### src/rtl/shift_rows_pipe_if.sv
// Stream bundle for the ShiftRows engine: upstream beat, downstream beat and fill level.
// The slave modport is the engine's view; master is the surrounding datapath's view.
interface shift_rows_pipe_if #(
    parameter int NB = 4
) ();
    localparam int W = 32 * NB;

    logic         in_valid;
    logic         in_ready;
    logic         in_inv;
    logic [W-1:0] in_data;
    logic         out_valid;
    logic         out_ready;
    logic         out_inv;
    logic [W-1:0] out_data;
    logic [1:0]   occupancy;

    modport slave (
        input  in_valid, in_inv, in_data, out_ready,
        output in_ready, out_valid, out_inv, out_data, occupancy
    );

    modport master (
        output in_valid, in_inv, in_data, out_ready,
        input  in_ready, out_valid, out_inv, out_data, occupancy
    );
endinterface

### src/rtl/shift_rows_pipe.sv
// Pipelined ShiftRows / InvShiftRows for Nb = 4, 6, 8 with a main + skid register pair.
// The permutation is wiring on the input side; out_* always come straight from the main register.
module shift_rows_pipe #(
    parameter int NB = 4,
    parameter int W  = 32 * NB
) (
    input  logic                 clk,
    input  logic                 rst_n,
    shift_rows_pipe_if.slave     bus_io
);

    if (!(NB == 4 || NB == 6 || NB == 8)) begin : g_bad_nb
        $error("shift_rows_pipe: NB must be 4, 6 or 8");
    end
    if (W != 32 * NB) begin : g_bad_w
        $error("shift_rows_pipe: W must equal 32*NB");
    end

    typedef enum logic [1:0] {
        EMPTY = 2'd0,
        ONE   = 2'd1,
        FULL  = 2'd2
    } state_t;

    state_t       state_q, state_d;
    logic [W-1:0] main_data_q, main_data_d;
    logic [W-1:0] skid_data_q, skid_data_d;
    logic         main_inv_q, main_inv_d;
    logic         skid_inv_q, skid_inv_d;
    logic         in_ready_q, in_ready_d;
    logic [W-1:0] perm_data;
    logic         in_xfer;
    logic         out_xfer;

    // Byte 4c+r (MSB byte first) is row r, column c; Nb=8 uses row offsets 0,1,3,4.
    for (genvar gi = 0; gi < NB; gi++) begin : g_col
        for (genvar gj = 0; gj < 4; gj++) begin : g_row
            localparam int S   = (NB == 8 && gj >= 2) ? gj + 1 : gj;
            localparam int FWD = (gi + S) % NB;
            localparam int INV = (gi + NB - S) % NB;
            localparam int DST = 4 * gi + gj;
            assign perm_data[W-1-8*DST -: 8] = bus_io.in_inv
                ? bus_io.in_data[W-1-8*(4*INV+gj) -: 8]
                : bus_io.in_data[W-1-8*(4*FWD+gj) -: 8];
        end
    end

    assign in_xfer  = bus_io.in_valid & in_ready_q;
    assign out_xfer = (state_q != EMPTY) & bus_io.out_ready;

    always_comb begin
        state_d     = state_q;
        main_data_d = main_data_q;
        main_inv_d  = main_inv_q;
        skid_data_d = skid_data_q;
        skid_inv_d  = skid_inv_q;
        unique case (state_q)
            EMPTY: begin
                if (in_xfer) begin
                    state_d     = ONE;
                    main_data_d = perm_data;
                    main_inv_d  = bus_io.in_inv;
                end
            end
            ONE: begin
                if (in_xfer && out_xfer) begin
                    main_data_d = perm_data;
                    main_inv_d  = bus_io.in_inv;
                end else if (in_xfer) begin
                    state_d     = FULL;
                    skid_data_d = perm_data;
                    skid_inv_d  = bus_io.in_inv;
                end else if (out_xfer) begin
                    state_d = EMPTY;
                end
            end
            FULL: begin
                // in_ready is low here, so only the drain case exists
                if (out_xfer) begin
                    state_d     = ONE;
                    main_data_d = skid_data_q;
                    main_inv_d  = skid_inv_q;
                end
            end
            default: state_d = EMPTY;
        endcase
        in_ready_d = (state_d != FULL);
    end

    always_ff @(posedge clk or negedge rst_n) begin
        if (!rst_n) begin
            state_q     <= EMPTY;
            main_data_q <= '0;
            main_inv_q  <= 1'b0;
            skid_data_q <= '0;
            skid_inv_q  <= 1'b0;
            in_ready_q  <= 1'b0;
        end else begin
            state_q     <= state_d;
            main_data_q <= main_data_d;
            main_inv_q  <= main_inv_d;
            skid_data_q <= skid_data_d;
            skid_inv_q  <= skid_inv_d;
            in_ready_q  <= in_ready_d;
        end
    end

    assign bus_io.in_ready  = in_ready_q;
    assign bus_io.out_valid = (state_q != EMPTY);
    assign bus_io.out_data  = main_data_q;
    assign bus_io.out_inv   = main_inv_q;
    assign bus_io.occupancy = state_q;

endmodule
### src/flat_wrapper.sv
// flat-port wrapper written by rule: the top's interface ports become plain ports
module shift_rows_pipe_flat 
#(
    parameter int NB = 4,
    parameter int W  = 32 * NB
)
  (clk, rst_n, bus_io_in_valid, bus_io_in_inv, bus_io_in_data, bus_io_out_ready, bus_io_in_ready, bus_io_out_valid, bus_io_out_inv, bus_io_out_data, bus_io_occupancy);
  shift_rows_pipe_if #(.NB(NB)) bus_io_i ();
  input  logic clk;
  input  logic rst_n;
  input wire logic [$bits(bus_io_i.in_valid)-1:0] bus_io_in_valid;
  input wire logic [$bits(bus_io_i.in_inv)-1:0] bus_io_in_inv;
  input wire logic [$bits(bus_io_i.in_data)-1:0] bus_io_in_data;
  input wire logic [$bits(bus_io_i.out_ready)-1:0] bus_io_out_ready;
  output wire logic [$bits(bus_io_i.in_ready)-1:0] bus_io_in_ready;
  output wire logic [$bits(bus_io_i.out_valid)-1:0] bus_io_out_valid;
  output wire logic [$bits(bus_io_i.out_inv)-1:0] bus_io_out_inv;
  output wire logic [$bits(bus_io_i.out_data)-1:0] bus_io_out_data;
  output wire logic [$bits(bus_io_i.occupancy)-1:0] bus_io_occupancy;
  assign bus_io_i.in_valid = bus_io_in_valid;
  assign bus_io_i.in_inv = bus_io_in_inv;
  assign bus_io_i.in_data = bus_io_in_data;
  assign bus_io_i.out_ready = bus_io_out_ready;
  assign bus_io_in_ready = bus_io_i.in_ready;
  assign bus_io_out_valid = bus_io_i.out_valid;
  assign bus_io_out_inv = bus_io_i.out_inv;
  assign bus_io_out_data = bus_io_i.out_data;
  assign bus_io_occupancy = bus_io_i.occupancy;
  shift_rows_pipe #(.NB(NB), .W(W)) u_core (.clk(clk), .rst_n(rst_n), .bus_io(bus_io_i));
endmodule
### config.mk
export PLATFORM = sky130hd
export DESIGN_NAME = shift_rows_pipe_flat
export DESIGN_NICKNAME = d
export VERILOG_FILES = /design/src/rtl/shift_rows_pipe_if.sv /design/src/rtl/shift_rows_pipe.sv /design/src/flat_wrapper.sv
export SDC_FILE = /design/constraint.sdc
export NUM_CORES = 1
export LEC_CHECK = 0
export CORE_MARGIN = 4
export CORE_UTILIZATION = 51
export DETAILED_ROUTE_END_ITERATION = 10
export PLACE_DENSITY = 0.8
export SLEW_MARGIN = 0
export SYNTH_ARGS = -nofsm -noshare
export SYNTH_HDL_FRONTEND = slang
export SYNTH_SLANG_ARGS = --single-unit
### constraint.sdc
create_clock -name clk -period 2.25 [get_ports clk]
set_input_delay 0.675 -clock clk [delete_from_list [all_inputs] [get_ports clk]]
set_output_delay 0.675 -clock clk [all_outputs]
set_load 0.05 [all_outputs]
; Word-level counts from Yosys, hierarchy flattened
; Index checks and enable logic that the tools add are counted.
[totals]
ff_bits = 261
in_bits = 133
wordCells = 43
[op_classes]
eq_ne = 6
muxes = 22
n_bitwise = 3
n_reduce_logical = 6
[ops]
columns = cell, count
row1 = $mux 128, 3
row2 = $pmux 128 s3, 1
row3 = $mux 8, 8
row4 = $mux 2, 5
row5 = $ne 2x1->1 const B, 3
row6 = $pmux 2 s3, 1
row7 = $reduce_and 4->1, 1
row8 = $mux 1, 3
row9 = $pmux 1 s3, 1
row10 = $reduce_and 3->1, 1
row11 = $reduce_bool 3->1, 1
row12 = $and 1x1->1, 2
row13 = $eq 2x1->1 const B, 1
row14 = $eq 2x2->1 const B, 1
row15 = $logic_not 2->1, 1
row16 = $ne 2x2->1 const B, 1
row17 = $reduce_bool 2->1, 1
row18 = $logic_and 1x1->1, 1
row19 = $not 1->1, 1

; Depth between registers and ports, before layout
; Gate-level depths: netlist of run 1.
[depth]
ltp_word = 7
ltp_mapped = 6
mapped_depth_nobuf = 3

; Worst setup path after synthesis of run 1
; OpenSTA, ideal clock, no wires.
[synth_timing]
kind = register to register
startpoint = reg u_core.state_q[1] (netlist: u_core.bus_io.occupancy[1])
endpoint = reg u_core.main_data_q[24] (netlist: u_core.bus_io.out_data[24])
arrival_ns = 1.872
required_time_ns = 2.125
setup_slack_ns = 0.253
stages_incl_launch_ff = 6
synth_period_minus_slack_ns = 1.997
cell_sequence = dfrtp_1 -> buf_4 -> nand2b_1 -> buf_1 -> mux2_2 -> mux2_2
[synth_between]
elab_chain_cells = 5
word_cells_on_any_way = 12
classes_between = eq/ne (5) / mux (1) / bitwise (1) / reduce/logical (5)
[synth_rtl]
columns = item, line
row1 = "start, declared", shift_rows_pipe.sv:25  ; state_t state_q, state_d;
row2 = "start signal, assigned", shift_rows_pipe.sv:99  ; state_q <= state_d;
row3 = $reduce_bool 2->1, shift_rows_pipe.sv:49  ; assign out_xfer = (state_q != EMPTY) & bus_io.out_ready;
row4 = $and 1x1->1, shift_rows_pipe.sv:49
row5 = $logic_and 1x1->1, shift_rows_pipe.sv:66  ; if (in_xfer && out_xfer) begin
row6 = $ne 2x1->1 (no line), n/a
row7 = $reduce_and 4->1 (no line), n/a
row8 = "end signal, assigned", shift_rows_pipe.sv:100  ; main_data_q <= main_data_d;
row9 = "end, declared", shift_rows_pipe.sv:26  ; logic [W-1:0] main_data_q, main_data_d;
; Parallel ways exist; a longest one is shown, timed or not.
; A chain may end at the register's enable or synchronous reset.

; Worst setup path after layout of run 1
[layout_timing]
startpoint = reg u_core.state_q[0] (netlist: u_core.bus_io.occupancy[0])
endpoint = out bus_io_out_valid
[layout_between]
elab_chain_cells = 1
[layout_rtl]
columns = item, line
row1 = $reduce_bool 2->1, shift_rows_pipe.sv:109  ; assign bus_io.out_valid = (state_q != EMPTY);
row2 = "end, declared", flat_wrapper.sv:16  ; output wire logic [$bits(bus_io_i.out_valid)-1:0] bus_io_out_valid;
; Every way passes these cells.

==> results.md, run 1 <==
* Req. time, crit path at between 1500 and 2000 ps
* Routed vias at 7314
* Max cap viols at 0
* CP max stage delay at 440 ps
* Largest net degree at the start of global routing at 66
* DRT Pass-1 Iters at 4
* Measured slew at the worst slew-check pin at 588.7 ps
* Area share of and/or/nand/nor cells after synthesis at 0.4674%
* HP Class: input port to asynchronous set/reset pin
* Relative slew slack at 60.75%
* Tcrit/Tclk final at ~95%
* Sequential cell area fraction in the yosys report at 53.04%
* Max Root-Sink Buffers at 3
* Hold Buf Count CTS at 0
* Critical path launch point: u_core.bus_io.occupancy[0]
* HPWL Detailed at 20.11 mm
* Post-Syn Instances at between 700 and 800
* Worst skew pair latency at between 500 and 600 ps
* CTS Root Cell: clkbuf_16
* Row count at between 50 and 60
* Worst r2r src: u_core.bus_io.occupancy[1]
* Uppermost layer routed: met4
* CTS sink cnt at 261
* Antenna fix cells at 0
* VDD IR-drop max at ~0.0011 V
* Final setup vio count at 0
* CP max stage cell: dfrtp_1
* DRC at 0
* Initial Utilization at 52.15%
* Post-route ant nets at 0
* Syn nets at 909
* Routed WL per cell at 19.65 um
* RSZ-0062 raised after global routing: false
* CP Cell Sequence: or2_2, buf_12
* Path depth of the worst reg2reg path at 5
* Aggregate global-route resource usage at between 20% and 30%
* Number of global-route vias before repair at 8027
* 1st-iter DRT viols at 237
* Final hold violation count at 0
* Worst Path Max Fanout at 7
* Core area at about 24000 sq um
* Fraction of layout cells with a size suffix above 1 at 54.75%
* Top Family by Delay on Critical Path: flip-flops
* Die Area at 26690 sq um
* Synth Register Bits at 261
* Synth warn at 0
* Share of the synthesized area in the top cell type at 53.04%
* Inserted Clock Buffers at 28
* Routed met1 length at 11.38 mm
* Final layout net count at 1206
* Area contributors post-synth: dfrtp_1 53%, mux2_2 38%, mux2_4 4.6%, buf_6 2.5%, buf_4 0.91%
* Post-route cell area at between 15000 and 20000 sq um
* Critical path arrival at 1460 ps
* H-tree levels at 1
* Leak at 7.121 nW
* Crit end category: output pin
* Cell variety after synth at 20
* Post-synth top area cell: dfrtp_1
* XOR/XNOR share of the synthesized area at 0%
* Clk_skew at 12.92 ps
* Metal2 WL at 14.17 mm
* Syn_area_per_cell at 15.87 sq um
* Crit start category: flip-flop
* TritonCTS clock tree: built
* Chip height at 163.4 um
* Global-route wire length before repair at 44.15 mm
* Register clock-pin slew on the reported worst setup and hold paths at 60 ps
* Filler instances at 1710
* Slew Limit Fails at 0
* Remaining Overflow, GRT at 0
* F_max at 467.5 MHz
* Met3 WL at 1.707 mm
* Placer congestion estimate at about 0.76
* Initial antenna violation count at 0
* Placed inst area at 15550 sq um
* Mapped cell area at 12310 sq um
* Area growth, synth to finish at 33.27%
* Combinational family with the most area after synthesis: multiplexers
* Status: finished, final reports clean
* Fin Hold WS at 93.95 ps
* Synth Area in Adders at 0%
* Kind of critical path: flip-flop to output pin
* Post-synthesis mux area share at approximately 42%
* Port buffer count at 265
* Synth Area in Compound Gates at 0.2744%
* Reg2reg end: u_core.bus_io.out_data[95]
* Worst path buffer plus inverter count at 1
* # IOs at 266
* Final Routed Wirelength at 27.77 mm
* DR vias/cell at around 5.2
* PD cells at approximately 1500 nW/um^2
* Crit path time final at 2139 ps
* Flop2flop setup slack at between 200 and 300 ps
* Die width at approximately 160 um
stage by stage:
stage	total power (W)	setup slack [ps]	utilization [%]	TNS [ps]	instances
global placement	0.01994	-235.8	65.84	-51500	1361
global route	0.02543	49.45	69.49	0	1413
CTS	0.02451	76.71	69.49	0	1413
finish	0.02422	111.0	69.49	0	1413
floorplan	0.01617	252.8	-	0	776
detailed placement	0.02028	-296.4	65.84	-58560	1361
worst max path at each step:
stage	end	slack (ps)	depth (start not counted)
after floorplan	u_core.bus_io.out_data[24]	250	5
after global placement	u_core.bus_io.out_data[88]	-240	6
after detailed placement	u_core.bus_io.out_data[20]	-300	6
after CTS	bus_io_out_valid	80	2
after global routing	bus_io_out_data[30]	50	1
final	bus_io_out_valid	110	2
logic make-up after synthesis:
kind of cell | count (synthesis)
and+or+nand+nor | 8
muxes | 452
buffers and inverters | 51
DFF | 261
AOI/OAI and AO/OA | 4
registers in the layout (all words and copies together) (netlist names):
register	cells
u_core.skid_inv_q	1
u_core.bus_io.out_data	128
u_core.skid_data_q	128
u_core.bus_io.occupancy	2
u_core.bus_io.out_inv	1
u_core.bus_io.in_ready	1
metal layers:
layer | vias to the layer above | GRT usage, %
met5 | - | 0
met4 | 0 | 4.651
met3 | 32 | 4.895
met2 | 162 | 36.15
met1 | 3711 | 26.30
li1 | 3409 | -
cell usage in the layout (no fill, tap or decap), drive strengths merged:
master         instances
inv                    1
clkbuf                35
nor3b                  1
o31ai                  1
nand2                  2
nand3b                 1
or2                    1
dfrtp                261
bufinv                 3
a21o                   1
nor2b                  1
nand4b                 1
o21a                   1
clkinvlp               6
dlygate4sd2           95
buf                   92
mux2                 451
clkinv                 7
mux2i                  1
nand2b                 1
clkdlybuf4s50        130
o22ai                  1
report_power, final:
part | internal, W | switching, W
clock network | 0.00286 | 0.00191
logic | 0.00449 | 0.00667
registers | 0.00708 | 0.00122
worst reg2reg max path: stages (launching register included):
cell and delay [ps]:
dfrtp_2 410, buf_4 190, nand2b_4 270, buf_4 310
mux2_2 380, mux2_2 270
repair_timing:
| action | 4_1_cts | 5_1_grt |
|---|---|---|
| endpoints found under the setup margin | 96 | 0 |
| gates resized for setup | 96 | 0 |
| setup buffers | 1 | 0 |
| endpoints found under the hold margin | 0 | 0 |
cell usage after synthesis (all sizes together):
| master | instances |
|---|---|
| a21o | 1 |
| buf | 50 |
| dfrtp | 261 |
| inv | 1 |
| mux2 | 451 |
| mux2i | 1 |
| nand2 | 2 |
| nand2b | 1 |
| nand3b | 1 |
| nand4b | 1 |
| nor2b | 1 |
| nor3b | 1 |
| o21a | 1 |
| o22ai | 1 |
| o31ai | 1 |
| or2 | 1 |
final cells by class:
class                           count  area (sq um)  area share [%]
Sequential cell                   261          6533           39.81
Multi-Input combinational cell    464          5345           32.57
Timing Repair Buffer              317          3157           19.24
Clock buffer                       35         798.3           4.865
Tap cell                          319         399.1           2.432
Clock inverter                     16         173.9           1.060
Inverter                            1         3.754         0.02287
No activity file was read; power rests on OpenSTA's default activity.
==> run 2: changes to the inputs <==
--- a/config.mk
+++ b/config.mk
@@ -8,6 +8,7 @@
 export CORE_MARGIN = 4
 export CORE_UTILIZATION = 51
 export DETAILED_ROUTE_END_ITERATION = 10
+export GPL_ROUTABILITY_DRIVEN = 1
 export PLACE_DENSITY = 0.8
 export SLEW_MARGIN = 0
 export SYNTH_ARGS = -nofsm -noshare
==> results of run 2 <==
No change in the layout: final DEF, timing and power equal those of run 1.
==> run 3: changes to the inputs <==
--- a/config.mk
+++ b/config.mk
@@ -5,6 +5,7 @@
 export SDC_FILE = /design/constraint.sdc
 export NUM_CORES = 1
 export LEC_CHECK = 0
+export CAP_MARGIN = 40
 export CORE_MARGIN = 4
 export CORE_UTILIZATION = 51
 export DETAILED_ROUTE_END_ITERATION = 10
==> results of run 3 <==
No change in the layout: final DEF, timing and power equal those of run 1.
